### config.mk
export PLATFORM = sky130hd
export DESIGN_NAME = phase_arbiter
export DESIGN_NICKNAME = d
export VERILOG_FILES = /design/src/rtl/phase_arb_defs.sv /design/src/rtl/tag_fifo.sv /design/src/rtl/phase_arbiter.sv
export SDC_FILE = /design/constraint.sdc
export NUM_CORES = 1
export LEC_CHECK = 0
export BUFFER_PORTS_ARGS = -buffer_cell sky130_fd_sc_hd__buf_4
export CORE_MARGIN = 2
export CORE_UTILIZATION = 50
export CTS_BUF_LIST = sky130_fd_sc_hd__clkbuf_8
export DETAILED_ROUTE_END_ITERATION = 6
export GPL_ROUTABILITY_DRIVEN = 0
export GPL_TIMING_DRIVEN = 0
export PLACE_DENSITY = 0.77
export SLEW_MARGIN = 20
export SYNTH_ARGS = -nofsm -noshare
export SYNTH_HDL_FRONTEND = slang
export SYNTH_SLANG_ARGS = --single-unit
### constraint.sdc
create_clock -name clock -period 3.9 [get_ports clock]
set_clock_uncertainty 0.05 [all_clocks]
set_input_delay 0.78 -clock clock [delete_from_list [all_inputs] [get_ports clock]]
set_output_delay 0.78 -clock clock [all_outputs]
set_load 0.01 [all_outputs]
### src/rtl/phase_arb_defs.sv
// Shared definitions for the phase-unit arbiter: tag width, FSM encoding, request operand pair.
package phase_arb_defs;
    localparam int MAX_NUM_REQ     = 4;
    localparam int PHASE_ARB_TAG_W = $clog2(MAX_NUM_REQ);

    typedef enum logic {
        S_RUN   = 1'b0,
        S_DRAIN = 1'b1
    } arb_state_e;

    typedef struct packed {
        logic [31:0] i;
        logic [31:0] q;
    } phase_req_t;
endpackage

### src/rtl/tag_fifo.sv
// Synchronous FIFO of requester tags, kept in phase-unit issue order.
// Pushes while full and pops while empty are ignored.
module tag_fifo
    import phase_arb_defs::*;
#(
    parameter int DEPTH = 8
) (
    input  logic                       clock,
    input  logic                       reset_n,
    input  logic                       push,
    input  logic [PHASE_ARB_TAG_W-1:0] wdata,
    input  logic                       pop,
    output logic [PHASE_ARB_TAG_W-1:0] rdata,
    output logic                       full,
    output logic                       empty
);
    localparam int AW = $clog2(DEPTH);

    logic [PHASE_ARB_TAG_W-1:0] r_mem [DEPTH];
    logic [AW-1:0]              r_wr;
    logic [AW-1:0]              r_rd;
    logic [AW:0]                r_cnt;
    logic                       w_push;
    logic                       w_pop;

    assign full   = (r_cnt == (AW+1)'(DEPTH));
    assign empty  = (r_cnt == '0);
    assign w_push = push & ~full;
    assign w_pop  = pop & ~empty;
    assign rdata  = r_mem[r_rd];

    always_ff @(posedge clock or negedge reset_n) begin
        if (!reset_n) begin
            r_wr  <= '0;
            r_rd  <= '0;
            r_cnt <= '0;
        end else begin
            if (w_push) r_wr <= r_wr + AW'(1);
            if (w_pop)  r_rd <= r_rd + AW'(1);
            r_cnt <= r_cnt + (AW+1)'(w_push) - (AW+1)'(w_pop);
        end
    end

    always_ff @(posedge clock) begin
        if (w_push) r_mem[r_wr] <= wdata;
    end
endmodule

### src/rtl/phase_arbiter.sv
// Round-robin sharing of one phase (atan) unit among NUM_REQ requesters, with in-order result routing.
// Optional PHASE_ARB_STATS_EN adds saturating per-requester grant/drop counters.
module phase_arbiter
    import phase_arb_defs::*;
#(
    parameter int NUM_REQ   = 3,
    parameter int TAG_DEPTH = 8
) (
    input  logic                     clock,
    input  logic                     reset_n,
    input  logic                     enable,
    input  logic                     flush,
    input  logic [NUM_REQ-1:0][31:0] req_i,
    input  logic [NUM_REQ-1:0][31:0] req_q,
    input  logic [NUM_REQ-1:0]       req_stb,
    output logic [31:0]              phase_in_i,
    output logic [31:0]              phase_in_q,
    output logic                     phase_in_stb,
    input  logic [31:0]              phase_out,
    input  logic                     phase_out_stb,
    output logic [31:0]              rsp_phase,
    output logic [NUM_REQ-1:0]       rsp_stb,
    output logic [NUM_REQ-1:0]       overflow,
    output logic                     orphan,
    output logic                     state,
    output logic [NUM_REQ-1:0][15:0] grant_cnt,
    output logic [NUM_REQ-1:0][15:0] drop_cnt
);
    localparam int TAG_W = PHASE_ARB_TAG_W;

    arb_state_e                r_state;
    arb_state_e                w_next_state;
    logic [TAG_W-1:0]          r_rr;
    logic [NUM_REQ-1:0]        w_pend;
    phase_req_t [NUM_REQ-1:0]  w_op;
    logic [NUM_REQ-1:0]        w_cand;
    logic                      w_cap_en;
    logic                      w_rsp_en;
    logic                      w_gnt_vld;
    logic [TAG_W-1:0]          w_gnt_idx;
    logic [TAG_W:0]            w_sum;
    logic                      w_gnt;
    phase_req_t                w_iss;
    logic                      w_full;
    logic                      w_empty;
    logic [TAG_W-1:0]          w_tag;
    logic [NUM_REQ-1:0]        w_rsp_oh;

    // FSM: state register / next state / outputs
    always_ff @(posedge clock or negedge reset_n) begin
        if (!reset_n) r_state <= S_RUN;
        else          r_state <= w_next_state;
    end

    always_comb begin
        w_next_state = r_state;
        case (r_state)
            S_RUN:   if (flush)   w_next_state = w_empty ? S_RUN : S_DRAIN;
            S_DRAIN: if (w_empty) w_next_state = S_RUN;
            default: w_next_state = S_RUN;
        endcase
    end

    always_comb begin
        w_cap_en = (r_state == S_RUN) & ~flush;
        w_rsp_en = (r_state == S_RUN) & ~flush;
    end

    assign state = r_state;

    // A strobe is a grant candidate in its own cycle, so an idle requester issues one cycle later.
    assign w_cand = w_cap_en ? (w_pend | req_stb) : '0;

    always_comb begin
        w_gnt_vld = 1'b0;
        w_gnt_idx = '0;
        w_sum     = '0;
        for (int k = NUM_REQ - 1; k >= 0; k--) begin
            w_sum = {1'b0, r_rr} + (TAG_W+1)'(k);
            if (w_sum >= (TAG_W+1)'(NUM_REQ)) w_sum = w_sum - (TAG_W+1)'(NUM_REQ);
            if (w_cand[w_sum[TAG_W-1:0]]) begin
                w_gnt_vld = 1'b1;
                w_gnt_idx = w_sum[TAG_W-1:0];
            end
        end
    end

    assign w_gnt    = w_gnt_vld & w_cap_en & enable & ~w_full;
    assign w_iss    = w_pend[w_gnt_idx] ? w_op[w_gnt_idx]
                                        : '{i: req_i[w_gnt_idx], q: req_q[w_gnt_idx]};
    assign w_rsp_oh = {{(NUM_REQ-1){1'b0}}, 1'b1} << w_tag;

    for (genvar r = 0; r < NUM_REQ; r++) begin : g_req
        logic       r_pend;
        phase_req_t r_op;
        logic       r_ovf;
        logic       w_own_gnt;
        logic       w_ovw;

        assign w_own_gnt = w_gnt && (w_gnt_idx == TAG_W'(r));
        assign w_ovw     = w_cap_en & req_stb[r] & r_pend & ~w_own_gnt;

        always_ff @(posedge clock or negedge reset_n) begin
            if (!reset_n) begin
                r_pend <= 1'b0;
                r_op   <= '0;
                r_ovf  <= 1'b0;
            end else if (!w_cap_en) begin
                r_pend <= 1'b0;
            end else begin
                if (req_stb[r]) r_op <= '{i: req_i[r], q: req_q[r]};
                r_pend <= w_own_gnt ? (r_pend & req_stb[r]) : (r_pend | req_stb[r]);
                if (w_ovw) r_ovf <= 1'b1;
            end
        end

        assign w_pend[r]   = r_pend;
        assign w_op[r]     = r_op;
        assign overflow[r] = r_ovf;

`ifdef PHASE_ARB_STATS_EN
        logic [15:0] r_gcnt;
        logic [15:0] r_dcnt;
        logic        w_drop;

        assign w_drop = w_ovw | (flush & r_pend & (r_state == S_RUN));

        always_ff @(posedge clock or negedge reset_n) begin
            if (!reset_n) begin
                r_gcnt <= '0;
                r_dcnt <= '0;
            end else begin
                if (w_own_gnt && r_gcnt != 16'hFFFF) r_gcnt <= r_gcnt + 16'd1;
                if (w_drop && r_dcnt != 16'hFFFF)    r_dcnt <= r_dcnt + 16'd1;
            end
        end

        assign grant_cnt[r] = r_gcnt;
        assign drop_cnt[r]  = r_dcnt;
`else
        assign grant_cnt[r] = '0;
        assign drop_cnt[r]  = '0;
`endif
    end

    tag_fifo #(.DEPTH(TAG_DEPTH)) u_tag_fifo (
        .clock   (clock),
        .reset_n (reset_n),
        .push    (w_gnt),
        .wdata   (w_gnt_idx),
        .pop     (phase_out_stb),
        .rdata   (w_tag),
        .full    (w_full),
        .empty   (w_empty)
    );

    always_ff @(posedge clock or negedge reset_n) begin
        if (!reset_n) begin
            r_rr         <= '0;
            phase_in_stb <= 1'b0;
            phase_in_i   <= '0;
            phase_in_q   <= '0;
            rsp_stb      <= '0;
            rsp_phase    <= '0;
            orphan       <= 1'b0;
        end else begin
            phase_in_stb <= w_gnt;
            if (w_gnt) begin
                phase_in_i <= w_iss.i;
                phase_in_q <= w_iss.q;
                r_rr       <= (w_gnt_idx == TAG_W'(NUM_REQ - 1)) ? '0 : w_gnt_idx + TAG_W'(1);
            end
            rsp_stb <= '0;
            // Returns during a flush or drain still pop their tag but are not delivered.
            if (phase_out_stb && !w_empty && w_rsp_en) begin
                rsp_stb   <= w_rsp_oh;
                rsp_phase <= phase_out;
            end
            if (phase_out_stb && w_empty) orphan <= 1'b1;
        end
    end
endmodule

==> reports/summary.txt <==
outcome: completed
initial antenna violation count: 4
sequential fraction of the synthesis area: 52.9%
postcts setup bufs: 0
DRT Wirelength: 49000 µm
remaining routing DRC violations: 0
Fill cells: 2387
Worst Tran Pin Value: 0.760 ns
sw frac: 32.7%
DIE WIDTH: 181 µm
Clk Latency, worst-skew pair: 0.59 ns
Yosys reg bits: 328
Mapped Area: 0.0157 mm²
H-tree depth: 2
post-CTS sizing: 0
placed cells: 2070
most frequent cell after synthesis: dfrtp_1
Pint: 0.00912 W
Core ar.: 0.0307 mm²
Vias: 12.2k
total power: 0.0135 W
crit path from: state
Avg Inst Size Synth: 12.6 µm²
Final #Nets: 1974
Area Overhead vs Synth: 29.7%
P_leak: 9.65 nW
Rows: 64
share of the synthesized area in the top cell type: 49.8%
clock buffer depth: 3
root buf cell: clkbuf_8
Synth async-reset ratio: 95.1%
Final Non-Filler Cells: 2173
final hold viol count: 0
Worst Path Max Fanout: 10
Worst Setup Start Kind: register
Ports: 433
Setup TNS Final: 0 ns
Max Clk Rate: 0.331 GHz
Clock Sinks: 328
Slew Viols, Final: 0
Critical path destination: u_tag_fifo.r_mem[4][1]
TritonCTS Buffers: 55
Critical Path AT: 3.19 ns
Tcrit/Tclk final: 77.5%
cells on worst reg2reg path: 8
grt ovf: 0
Die ar.: 0.0328 mm²
Final ANT Viol Nets: 0
Slew HR: 49.3%
Flop pwr share: 42.6%
EDFF count, synth: 16
final instance area: 0.0203 mm²
RSZ-0062 raised after global routing: no
Power Dens Cells: 667 mW/mm²
first drt pass iteration count: 5
distinct cell type count after synthesis: 49
fin crit period: 3.02 ns
layout cells sized above 1: 46.2%
die height: 181 µm
reg-to-reg slack, setup: 0.88 ns
area leader, netlist: dfrtp_1
Initial Util: 50.9%
Logic pwr share: 34.0%
VDD IR max: 0.421 mV
initial drt markers: 681
hpwl dp: 35400 µm
CP Data Required Time: 4.06 ns
Final Util: 66.1%
Ys Warns: 0
Worst Setup End Kind: register
Post-CTS Hold Buffers: 0
number of global-route vias before repair: 12.7k
CP Class: reg2reg
main area contributors after synthesis: dfrtp_1 (50%), mux2_2 (16%), a22o_1 (7.3%)
clock transition at the registers of the reported paths: 0.06 ns
NetSw: 0.00442 W
global-route wire length before repair: 73900 µm
post-synthesis cell count: 1240
most instantiated cells after synthesis: dfrtp_1 (312), mux2_2 (227), a22o_1 (130)
largest net degree at the start of global routing: 101
Tot GR Track Use: 29.4%
DP Area: 0.0191 mm²
max-capacitance violation count: 0
CTS tree: yes
number of port buffers: 336
wire length per cell: 22.6 µm
worst r2r dst: u_tag_fifo.r_mem[4][1]
clock share of power: 23.5%
endpoints failing setup: 0
Min-Delay Path Class: in2async
Reg-to-Reg Start: state
top_reg_cell synth: dfrtp_1
Vias/cell: 5.63
[critical path, stage by stage (launching register included)]
cell and delay [ns]:
dfrtp_1 0.40, nor2_2 0.37, o41ai_1 0.21, maj3_1 0.39, nand2_1 0.07, o2111ai_1 0.13, buf_2 0.26, buf_2 0.25
nor4b_1 0.52
[area by class of cell]
type	instances	area, µm²	share of cell area [%]
Antenna cell	4	10.0	0.0493
Buffer	197	1240	6.09
Clock buffer	76	1050	5.15
Clock inverter	23	126	0.622
Inverter	12	45.0	0.222
Multi-Input combinational cell	798	6450	31.8
Sequential cell	328	8290	40.8
Tap cell	396	495	2.44
Timing Repair Buffer	339	2610	12.9
[placed cells by master, fill, tap and decap left out, types with 3 or more instances in the layout]
cell type / Yosys / layout
conb_1: 1 / 96
o21ai_0: 4 / 4
clkinv_2: 0 / 4
ha_1: 10 / 10
and2_1: 4 / 4
buf_4: 109 / 444
xor2_1: 4 / 4
buf_1: 5 / 5
nand2_1: 73 / 73
a211oi_1: 128 / 128
clkbuf_8: 0 / 76
nor2_1: 9 / 9
inv_1: 10 / 26
diode_2: 0 / 4
nor3_1: 5 / 5
mux2_2: 227 / 227
buf_2: 46 / 46
clkbuf_1: 33 / 33
mux4_2: 4 / 4
buf_6: 4 / 4
buf_16: 0 / 3
a21o_1: 3 / 3
dfrtp_1: 312 / 312
a22o_1: 130 / 130
o31ai_1: 65 / 65
edfxtp_1: 16 / 16
[how the worst min path moves through the flow]
stage                              start  slack [ns]           endpoint
after global placement            orphan        0.40             orphan
after floorplan           g_req[2].r_ovf        0.39     g_req[2].r_ovf
after global routing             reset_n        0.04  g_req[2].r_op[43]
after CTS                        reset_n        0.04  g_req[1].r_op[42]
after detailed placement          orphan        0.41             orphan
final                            reset_n        0.04  g_req[2].r_op[43]
[power by group through the flow]
stage	clock network, W	logic (W)	registers (W)
2_1_floorplan	0	0.00264	0.00576
3_3_place_gp	0	0.00447	0.00572
3_5_place_dp	0	0.00463	0.00580
4_1_cts	0.00323	0.00464	0.00576
5_1_grt	0.00338	0.00497	0.00593
6_report	0.00318	0.00460	0.00577
[registers in the layout, summed over array words and instances (netlist names)]
signal,flops
u_tag_fifo.r_rd,3
phase_in_q,32
rsp_stb,3
state,1
g_req.r_op,192
orphan,1
u_tag_fifo.r_cnt,4
r_rr,2
u_tag_fifo.r_mem,16
g_req.r_pend,3
phase_in_stb,1
u_tag_fifo.r_wr,3
phase_in_i,32
rsp_phase,32
g_req.r_ovf,3
[stage by stage]
| step | hold slack (ns) | setup WS, ns |
|---|---|---|
| final | 0.0413 | 0.878 |
| after floorplan | 0.386 | 1.13 |
| after global placement | 0.399 | -0.843 |
| after global routing | 0.0420 | 0.737 |
| after detailed placement | 0.411 | 0.421 |
| after CTS | 0.0356 | 0.873 |
[cell families after synthesis]
group / count (synthesis) / share of synthesized area [%]
AOI/OAI and AO/OA: 344 / 17.6
xor gates and xnor gates: 6 / 0.335
adders and majority gates: 12 / 0.990
buffers and inverters: 209 / 8.18
DFF: 328 / 52.9
muxes: 232 / 17.0
other: 1 / 0.0239
and+or+nand+nor: 108 / 3.01
[per-layer routing]
metal / vias to the layer above / wire length [µm] / GRT usage [%]
met5: - / 11 / 0
met4: 2 / 1860 / 11.6
met3: 121 / 4210 / 7.82
met2: 575 / 24800 / 52.0
met1: 6062 / 18100 / 34.1
li1: 5469 / - / -
Power figures use the tool's default switching activity.
